===== config.mk =====
export PLATFORM = sky130hd
export DESIGN_NAME = seg_scan_ctrl
export DESIGN_NICKNAME = d
export VERILOG_FILES = /design/src/rtl/seg_scan_ctrl.sv
export SDC_FILE = /design/constraint.sdc
export NUM_CORES = 1
export LEC_CHECK = 0
export CAP_MARGIN = 5
export CORE_UTILIZATION = 55
export DETAILED_ROUTE_END_ITERATION = 10
export PLACE_DENSITY = 0.8
export SETUP_SLACK_MARGIN = 0.15
export SLEW_MARGIN = 30
export SYNTH_ARGS = -nofsm -noshare
export SYNTH_HDL_FRONTEND = slang
export SYNTH_SLANG_ARGS = --single-unit

===== constraint.sdc =====
create_clock -name clk -period 2.97 [get_ports clk]
set_input_delay 0.891 -clock clk [delete_from_list [all_inputs] [get_ports clk]]
set_output_delay 0.891 -clock clk [all_outputs]
set_load 0.01 [all_outputs]

===== src/rtl/seg_scan_ctrl.sv =====
// Eight-digit multiplexed seven-segment driver with tear-free shadow/display
// registers, leading-zero suppression and an anti-ghosting dead window.
module seg_scan_ctrl #(
  parameter int unsigned DIV  = 100000,
  parameter int unsigned DEAD = 2000
) (
  input  logic        clk,
  input  logic        rst,
  input  logic        en,
  input  logic        load,
  input  logic [31:0] data,
  input  logic [7:0]  point,
  input  logic [7:0]  blank,
  input  logic        lz_en,
  output logic [7:0]  an,
  output logic [7:0]  seg,
  output logic [2:0]  digit,
  output logic        pending
);

  localparam int unsigned CW = (DIV > 1) ? $clog2(DIV) : 1;

  logic [CW-1:0] cnt;
  logic [31:0]   sh_data, dp_data;
  logic [7:0]    sh_point, sh_blank, dp_point, dp_blank;
  logic          tick, boundary, commit;
  logic [7:0]    lz_dark;
  logic [3:0]    nib;
  logic [6:0]    hex;
  logic          dark;

  assign tick     = en && (cnt == CW'(DIV - 1));
  assign boundary = tick && (digit == 3'd7);
  assign commit   = boundary && (pending || load);

  always_comb begin
    lz_dark = '0;
    for (int unsigned i = 1; i < 8; i++) begin
      lz_dark[i] = lz_en && ((dp_data >> (4 * i)) == 32'd0);
    end
    nib  = dp_data[digit*4 +: 4];
    dark = dp_blank[digit] || lz_dark[digit] || (32'(cnt) < DEAD) || !en;
    hex  = 7'h7F;
    case (nib)
      4'h0: hex = 7'h40;
      4'h1: hex = 7'h79;
      4'h2: hex = 7'h24;
      4'h3: hex = 7'h30;
      4'h4: hex = 7'h19;
      4'h5: hex = 7'h12;
      4'h6: hex = 7'h02;
      4'h7: hex = 7'h78;
      4'h8: hex = 7'h00;
      4'h9: hex = 7'h10;
      4'hA: hex = 7'h08;
      4'hB: hex = 7'h03;
      4'hC: hex = 7'h46;
      4'hD: hex = 7'h21;
      4'hE: hex = 7'h06;
      4'hF: hex = 7'h0E;
      default: hex = 7'h7F;
    endcase
  end

  always_ff @(posedge clk) begin
    if (rst) begin
      cnt      <= '0;
      digit    <= '0;
      pending  <= 1'b0;
      sh_data  <= '0;
      sh_point <= '0;
      sh_blank <= '0;
      dp_data  <= '0;
      dp_point <= '0;
      dp_blank <= '0;
      an       <= '1;
      seg      <= '1;
    end else begin
      if (tick) begin
        cnt   <= '0;
        digit <= digit + 3'd1;
      end else if (en) begin
        cnt <= cnt + 1'b1;
      end

      if (load) begin
        sh_data  <= data;
        sh_point <= point;
        sh_blank <= blank;
      end

      // A load landing on the boundary bypasses the shadow so it is not lost.
      if (commit) begin
        dp_data  <= load ? data  : sh_data;
        dp_point <= load ? point : sh_point;
        dp_blank <= load ? blank : sh_blank;
        pending  <= 1'b0;
      end else if (load) begin
        pending <= 1'b1;
      end

      an  <= dark ? 8'hFF : ~(8'h01 << digit);
      seg <= {~dp_point[digit], hex};
    end
  end

endmodule


==> results of run 1 <==
==> through the flow <==
stage / utilization [%] / TNS, ns / hold WS [ns] / cells / setup WS, ns
floorplan: - / 0 / 0.433 / 599 / 0.378
global placement: 65.0 / 0 / 0.442 / 783 / 0.0375
detailed placement: 65.0 / -0.234 / 0.452 / 783 / -0.0266
CTS: 70.7 / 0 / 0.460 / 815 / 0.239
global route: 70.8 / 0 / 0.484 / 815 / 0.154
finish: 70.8 / 0 / 0.460 / 815 / 0.238
==> timing repair <==
| item | 4_1_cts | 5_1_grt |
|---|---|---|
| hold buffers | 0 | 0 |
| endpoints found under the setup margin | 0 | 1 |
| resized for setup | 0 | 1 |
==> cell usage after synthesis (7+ instances only) <==
library cell | instances | area, µm²
nand4_1 | 9 | 56.3
nor2_1 | 81 | 304
ha_1 | 13 | 163
xor2_1 | 12 | 105
inv_1 | 7 | 26.3
a21oi_1 | 9 | 45.0
nor4_1 | 10 | 62.6
o21ai_0 | 40 | 200
mux2i_1 | 56 | 561
o21ai_1 | 13 | 65.1
mux4_2 | 10 | 225
dfxtp_1 | 133 | 2660
nand2_1 | 123 | 462
clkbuf_1 | 20 | 75.1
==> how the worst min path moves through the flow <==
| stage | to | slack, ns | depth (start not counted) |
|---|---|---|---|
| after global routing | dp_point[2]$_SDFFE_PP0P_ | 0.48 | 2 |
| after global placement | dp_blank[1]$_SDFFE_PP0P_ | 0.44 | 2 |
| final | dp_point[2]$_SDFFE_PP0P_ | 0.46 | 2 |
| after CTS | dp_point[2]$_SDFFE_PP0P_ | 0.46 | 2 |
| after floorplan | dp_blank[2]$_SDFFE_PP0P_ | 0.43 | 2 |
| after detailed placement | dp_point[2]$_SDFFE_PP0P_ | 0.45 | 2 |
==> power by group through the flow <==
| stage | combinational, mW | sequential, mW | clock (mW) |
|---|---|---|---|
| finish | 0.224 | 1.85 | 1.94 |
| global route | 0.243 | 1.85 | 2.04 |
| CTS | 0.225 | 1.85 | 1.96 |
| detailed placement | 0.224 | 1.88 | 0 |
| global placement | 0.217 | 1.88 | 0 |
| floorplan | 0.114 | 1.88 | 0 |
==> placed cells by master (no fill, tap or decap), types with 4 or more instances in the layout <==
| master | count |
|---|---|
| mux4_2 | 10 |
| buf_4 | 13 |
| nand3_1 | 6 |
| clkdlybuf4s50_1 | 70 |
| mux2i_1 | 56 |
| dfxtp_1 | 132 |
| o21ai_1 | 13 |
| o21ai_0 | 40 |
| clkinv_2 | 4 |
| inv_6 | 4 |
| a21oi_1 | 9 |
| xor2_1 | 12 |
| nor2_1 | 81 |
| nand4_1 | 9 |
| nor4_1 | 10 |
| clkbuf_16 | 16 |
| ha_1 | 13 |
| xnor2_1 | 5 |
| nand2_1 | 123 |
| inv_1 | 7 |
==> state kept, by name, indices dropped and copies added (netlist names) <==
name and count:
an 8, cnt 17, digit 3, dp_blank 8, dp_data 32, dp_point 8, pending 1, seg 8
sh_blank 8, sh_data 32, sh_point 8
==> layer usage <==
layer	track usage [%]	share of wire (%)
met1	30.0	46
met5	0	0
met2	40.5	49
met3	6.50	4.3
met4	7.91	1.1
==> worst min-delay path: cells and delay by family (launching register included) <==
kind | cells | cell delay [ns]
flip-flops | 1 | 0.31
AND/OR/NAND/NOR | 1 | 0.05
AO/OA/AOI/OAI | 1 | 0.06
==> cell type report <==
cell class	instances	area [µm²]
timing repair buffer	87	848
tap	133	166
sequential	133	2660
inverter	9	33.8
clock buffer	18	428
clock inverter	14	126
fill	722	2850
multi-input combinational	421	2620
==> logic make-up after synthesis <==
logic type | Yosys count
fa+ha+maj | 13
mux | 70
flops | 133
xor+xnor | 17
buf+inv | 45
compound gates | 77
simple gates | 244
==> summary.md, run 1 <==
| Metric | Value |
|---|---|
| CP Launch Type | flip-flop |
| CP endpoint kind | output port |
| Critical path depth | 1 |
| Slack of the worst reg-to-reg path | about 0.54 ns |
| Unrepaired setup endpoints after global routing | false |
| End point of the critical path | digit[1] |
| Syn_nets | between 600 and 700 |
| Syn Area/Cell | approximately 9.2 µm² |
| Critical Path Start | digit[1]$_SDFFE_PP0P_ |
| Setup bufs post-CTS | 0 |
| Die Ht | around 100 µm |
| Worst path buffer plus inverter count | 1 |
| Clk slew on worst S/H paths | approximately 0.060 ns |
| Clock power share | 48.4% |
| Nets@finish | ~740 |
| Cells after synthesis | around 600 |
| Max Cap Viol | 0 |
| Worst path slowest cell | dfxtp_1 |
| Status | finished, final reports clean |
| 1st-pass router iterations | 5 |
| Num rows | 36 |
| Initial antenna violation count | 0 |
| Reg power frac | between 40% and 50% |
| Final period util | about nine tenths |
| Max transition margin | roughly 58% |
| Ys flop type | dfxtp_1 |
| Top Family by Delay on Critical Path | flip-flops |
| Adder-Cell Fraction of Synth Area | about 3.0% |
| Area growth, synth to finish | 25.0% |
| Final Hold Viols | 0 |
| RePlAce Congestion | roughly 0.90 |
| First-pass GRT wire length | between 15 and 20 mm |
| Critical Path RT | 2.08 ns |
| Total Routed Length | ~12 mm |
| Initial core utilization | a little under three fifths |
| Clk buf depth | 2 |
| CTS tree | yes |
| Sw Share | between 20% and 30% |
| Critical R2R Launch | digit[1]$_SDFFE_PP0P_ |
| Multiplexer area fraction after synthesis | between 10% and 20% |
| Die width | between 100 and 150 µm |
| Setup Crit Path Kind | reg -> out |
| Number of global-route vias before repair | around 4200 |
| WP data arrival | 1.84 ns |
| Post-synthesis simple-gate area fraction | about a fifth |
| Pins Over Slew Limit | 0 |
| Area of the core | 0.00973 mm² |
| Total number of vias | roughly 4400 |
| Antenna Cells | 0 |
| Post-DRT Antenna Nets | 0 |
| Die area | between 0.01 and 0.015 mm² |
| Placed Area | between 0.006 and 0.007 mm² |
| Yosys warns | 0 |
| Largest family of logic cells by synthesized area | simple AND/OR/NAND/NOR gates |
| Max stage delay on crit path | 0.67 ns |
| Mapped Area | roughly 0.0055 mm² |
| Routed len/inst | 14.3 µm |
| Worst-Margin Slew | between 0.6 and 0.7 ns |
| Compound-Gate Fraction of Synth Area | under 10% |
| R2r endpoint | seg[0]$_SDFF_PP1_ |
| Clk sinks | roughly 130 |
| Fmax | between 0.3 and 0.4 GHz |
| Layout cells sized above 1 | between 10% and 20% |
| Post-DP HPWL | between 7 and 8 mm |
| Total power | approximately 4.0 mW |
| PD cells | between 500 and 600 mW/mm² |
| Grt ovf | 0 |
| Final setup viols | 0 |
| Post-Synth XOR/XNOR Area | around 2.7% |
| Beginning of the worst hold path | dp_point[2]$_SDFFE_PP0P_ |
| Internal Power | 3.09 mW |
| Clk Latency, worst-skew pair | 0.52 ns |
| Switch Pwr | between 0.9 and 1 mW |
| Fraction of registers with async set/reset | 0% |
| Ports | between 70 and 80 |
| Combinational share of power | 5.6% |
| Largest net degree at the start of global routing | 97 |
| GR Util All Layers | between 20% and 30% |
| Reg2Reg Depth | 6 |
| Cell breakdown of the critical path | clkdlybuf4s50_1 |
| Post-synth cell types | 43 |
| Peak supply drop | 0.467 mV |
| Final critical-path required period | roughly 2.7 ns |
| Fin area | about 0.0069 mm² |
| Root Buffer | clkbuf_8 |
| Layout Skew | around 0.0087 ns |
| Yosys reg bits | between 100 and 150 |
| CTS Buf Count | 17 |
| EDFF count, synth | 0 |
| Hold/Removal Path Class | reg -> reg |
| Leakage | 2.71 nW |
| Worst Path Max Fanout | 15 |
| Clock H-tree levels | 4 |
| Vias per cell | ~5.4 |
| Initial drt markers | between 200 and 250 |
| IO buf count | 72 |
| Seq/Total Area, Yosys | around half |
| Post-route DRC | 0 |
Note: power is estimated with default switching activity, not from simulation.
==> run 2: changes to the inputs <==
--- a/config.mk
+++ b/config.mk
@@ -6,10 +6,11 @@
 export NUM_CORES = 1
 export LEC_CHECK = 0
 export CAP_MARGIN = 5
-export CORE_UTILIZATION = 55
+export CORE_UTILIZATION = 49
 export DETAILED_ROUTE_END_ITERATION = 10
-export PLACE_DENSITY = 0.8
+export PLACE_DENSITY = 0.75
 export SETUP_SLACK_MARGIN = 0.15
+export SKIP_CTS_REPAIR_TIMING = 1
 export SLEW_MARGIN = 30
 export SYNTH_ARGS = -nofsm -noshare
 export SYNTH_HDL_FRONTEND = slang
==> constraint.sdc (replaced) <==
create_clock -name clk -period 2.36 [get_ports clk]
set_input_delay 0.708 -clock clk [delete_from_list [all_inputs] [get_ports clk]]
set_output_delay 0.708 -clock clk [all_outputs]
set_load 0.01 [all_outputs]
==> run 2 against run 1 <==
Highest routed layer unchanged. Critical endpoint is now seg[0]$_SDFF_PP1_. Combinational power up 27%. Sequential power grew 25%. Final cell count rose by 3.2%. Setup slack worse by 0.091 ns. Critical path depth increased by 5. Via count fell by 0.14%.
==> summary.md, run 2 (synthesis gave the netlist of run 1 again) <==
| Metric | Value |
|---|---|
| Status | finished, final reports clean |
| Fmax | 0.452 GHz |
| Hold/Removal Path Class | reg -> reg |
| Grt ovf | 0 (unchanged) |
| DRT met1 WL | 5.22 mm (-2.0%) |
| Area of the core | 0.0109 mm² (+12%) |
| IO buf count | 72 (unchanged) |
| Routed len/inst | 14.3 µm (+0.43%) |
| Commonest non-fill, non-tap cell in the layout | dfxtp_1 |
| WP data arrival | 2.61 ns (+0.77 ns) |
| Post-route DRC | 0 (unchanged) |
| Worst Path Max Fanout | 7 (-8) |
| RePlAce Congestion | 0.874 (-2.5%) |
| DR WL met2 | 5.94 mm (+4.6%) |
| GR Util All Layers | 21.5% (-2.6 points) |
| CTS tree | yes |
| Clk sinks | 133 (unchanged) |
| Leakage | 2.94 nW (+8.6%) |
| Clk Latency, worst-skew pair | 0.53 ns (about the same) |
| Num rows | 38 (+5.6%) |
| Total number of vias | 4404 (-0.14%) |
| Initial antenna violation count | 0 (unchanged) |
| Area growth, synth to finish | 32.5% |
| Setup WS pre-CTS | -0.298 ns (-0.272 ns) |
| Largest regs | dp_data: 32 flops, sh_data: 32 flops, cnt: 17 flops |
| Ports | 73 (unchanged) |
| Metal3 WL | 779 µm (+55%) |
| Fin area | 0.00730 mm² (+6.1%) |
| Die Ht | 108 µm (+5.8%) |
| Clk slew on worst S/H paths | 0.06 ns (about the same) |
| 1st-pass router iterations | 4 (-1) |
| Placed Instances | 804 (+2.7%) |
| Layout Skew | 0.0105 ns (+0.00184 ns) |
| Hold Slack | 0.455 ns (-0.00449 ns) |
| Final setup viols | 0 (unchanged) |
| Final critical-path required period | between 2 and 2.5 ns |
| Total Routed Length | 12.1 mm (+3.6%) |
| Critical R2R Launch | digit[0]$_SDFFE_PP0P_ |
| # fillers | 842 (+17%) |
| Max Cap Viol | 0 (unchanged) |
| CP endpoint kind | flip-flop |
| Final period util | between 90% and 100% |
| Highest routed layer | met4 |
| PD cells | 730 mW/mm² (+25%) |
| Final worst slack | 0.146 ns (-0.0913 ns) |
| Initial core utilization | 50.6% (-6.0 points) |
| Reg2Reg Depth | 6 (unchanged) |
| Commonest cells after routing, fill and taps aside | dfxtp_1, nand2_1, nor2_1 |
| Initial drt markers | 205 (+2.0%) |
| Final Hold Viols | 0 (unchanged) |
| Beginning of the worst hold path | dp_point[2]$_SDFFE_PP0P_ |
| Critical Path RT | 2.76 ns (+0.68 ns) |
| Vias per cell | 5.24 (-3.2%) |
| Clk buf depth | 2 (unchanged) |
| Die width | 108 µm (+5.8%) |
| Fin cells | 841 (+3.2%) |
| Clock H-tree levels | 4 (unchanged) |
| Antenna Cells | 0 (unchanged) |
| Post-layout util | 67.1% (-3.7 points) |
| Hold path depth | 2 (unchanged) |
| Number of global-route vias before repair | 4188 (-0.33%) |
| Largest net degree at the start of global routing | 55 (-43%) |
| CP Launch Type | flip-flop |
| Max transition margin | 55.8% (-2.0 points) |
| Layout cells sized above 1 | 14.6% (+4.4 points) |
| Die area | 0.0117 mm² (+12%) |
| Post-DP HPWL | 8.03 mm (+1.2%) |
| Placed Area | 0.00649 mm² (+2.6%) |
| Nets@finish | 754 (+2.6%) |
| Peak supply drop | 0.560 mV (+20%) |
| CTS Buf Count | 17 (unchanged) |
| Root Buffer | clkbuf_8 |
| Pins Over Slew Limit | 0 (unchanged) |
| Unrepaired setup endpoints after global routing | true |
| Critical Path Start | digit[0]$_SDFFE_PP0P_ |
| Setup Crit Path Kind | reg -> reg |
| Worst-Margin Slew | 0.658 ns (+0.0295 ns) |
| Post-DRT Antenna Nets | 0 (unchanged) |
| First-pass GRT wire length | 19.3 mm (-0.75%) |
## run 2: cell count changes in the layout (fill, tap and decap cells not counted), sizes merged
cell	before	now
bufinv	1	4
clkdlybuf4s50	70	66
clkbuf	18	20
clkinv	8	6
buf	17	34
clkinvlp	2	1
dlymetal6s2s	0	4
## run 2: area by class of cell
class	instances	area, µm²	share of cell area, %
multi-input combinational	421	2700	37.0
clock inverter	14	199	2.72
clock buffer	18	418	5.72
sequential	133	2680	36.7
tap	140	175	2.40
inverter	9	33.8	0.463
timing repair buffer	106	1100	15.1
## run 2: stage by stage
| stage | TNS (ns) | power (mW) |
|---|---|---|
| floorplan | 0 | 2.51 |
| global placement | -14.20 | 2.65 |
| detailed placement | -16.53 | 2.65 |
| CTS | -0.318 | 5.37 |
| global route | 0 | 5.51 |
| finish | 0 | 5.33 |
## run 2: worst paths after layout
check / endpoint / slack (ns)
max reg2reg: seg[0]$_SDFF_PP1_ / 0.15
min reg2reg: dp_point[2]$_SDFFE_PP0P_ / 0.46
max: seg[0]$_SDFF_PP1_ / 0.15
min: dp_point[2]$_SDFFE_PP0P_ / 0.46
## run 2: where the power goes
part | internal, mW | switching [mW] | leakage [nW]
Sequential | 2.30 | 0.0189 | 1.09
Combinational | 0.155 | 0.130 | 1.55
Clock | 1.73 | 0.997 | 0.301
## run 2: worst max-delay path, cell delays in order (launching register included)
cell	delay, ns
dfxtp_4	0.41
mux4_2	0.53
mux2_2	0.34
ha_1	0.27
a2111oi_4	0.34
a31o_2	0.15
a211oi_1	0.04
## run 2: per-layer routing
layer | up-vias | global-route usage [%]
met3 | 10 | 5.61
li1 | 2223 | -
met1 | 2047 | 26.2
met4 | 0 | 9.00
met2 | 124 | 35.8
met5 | - | 0
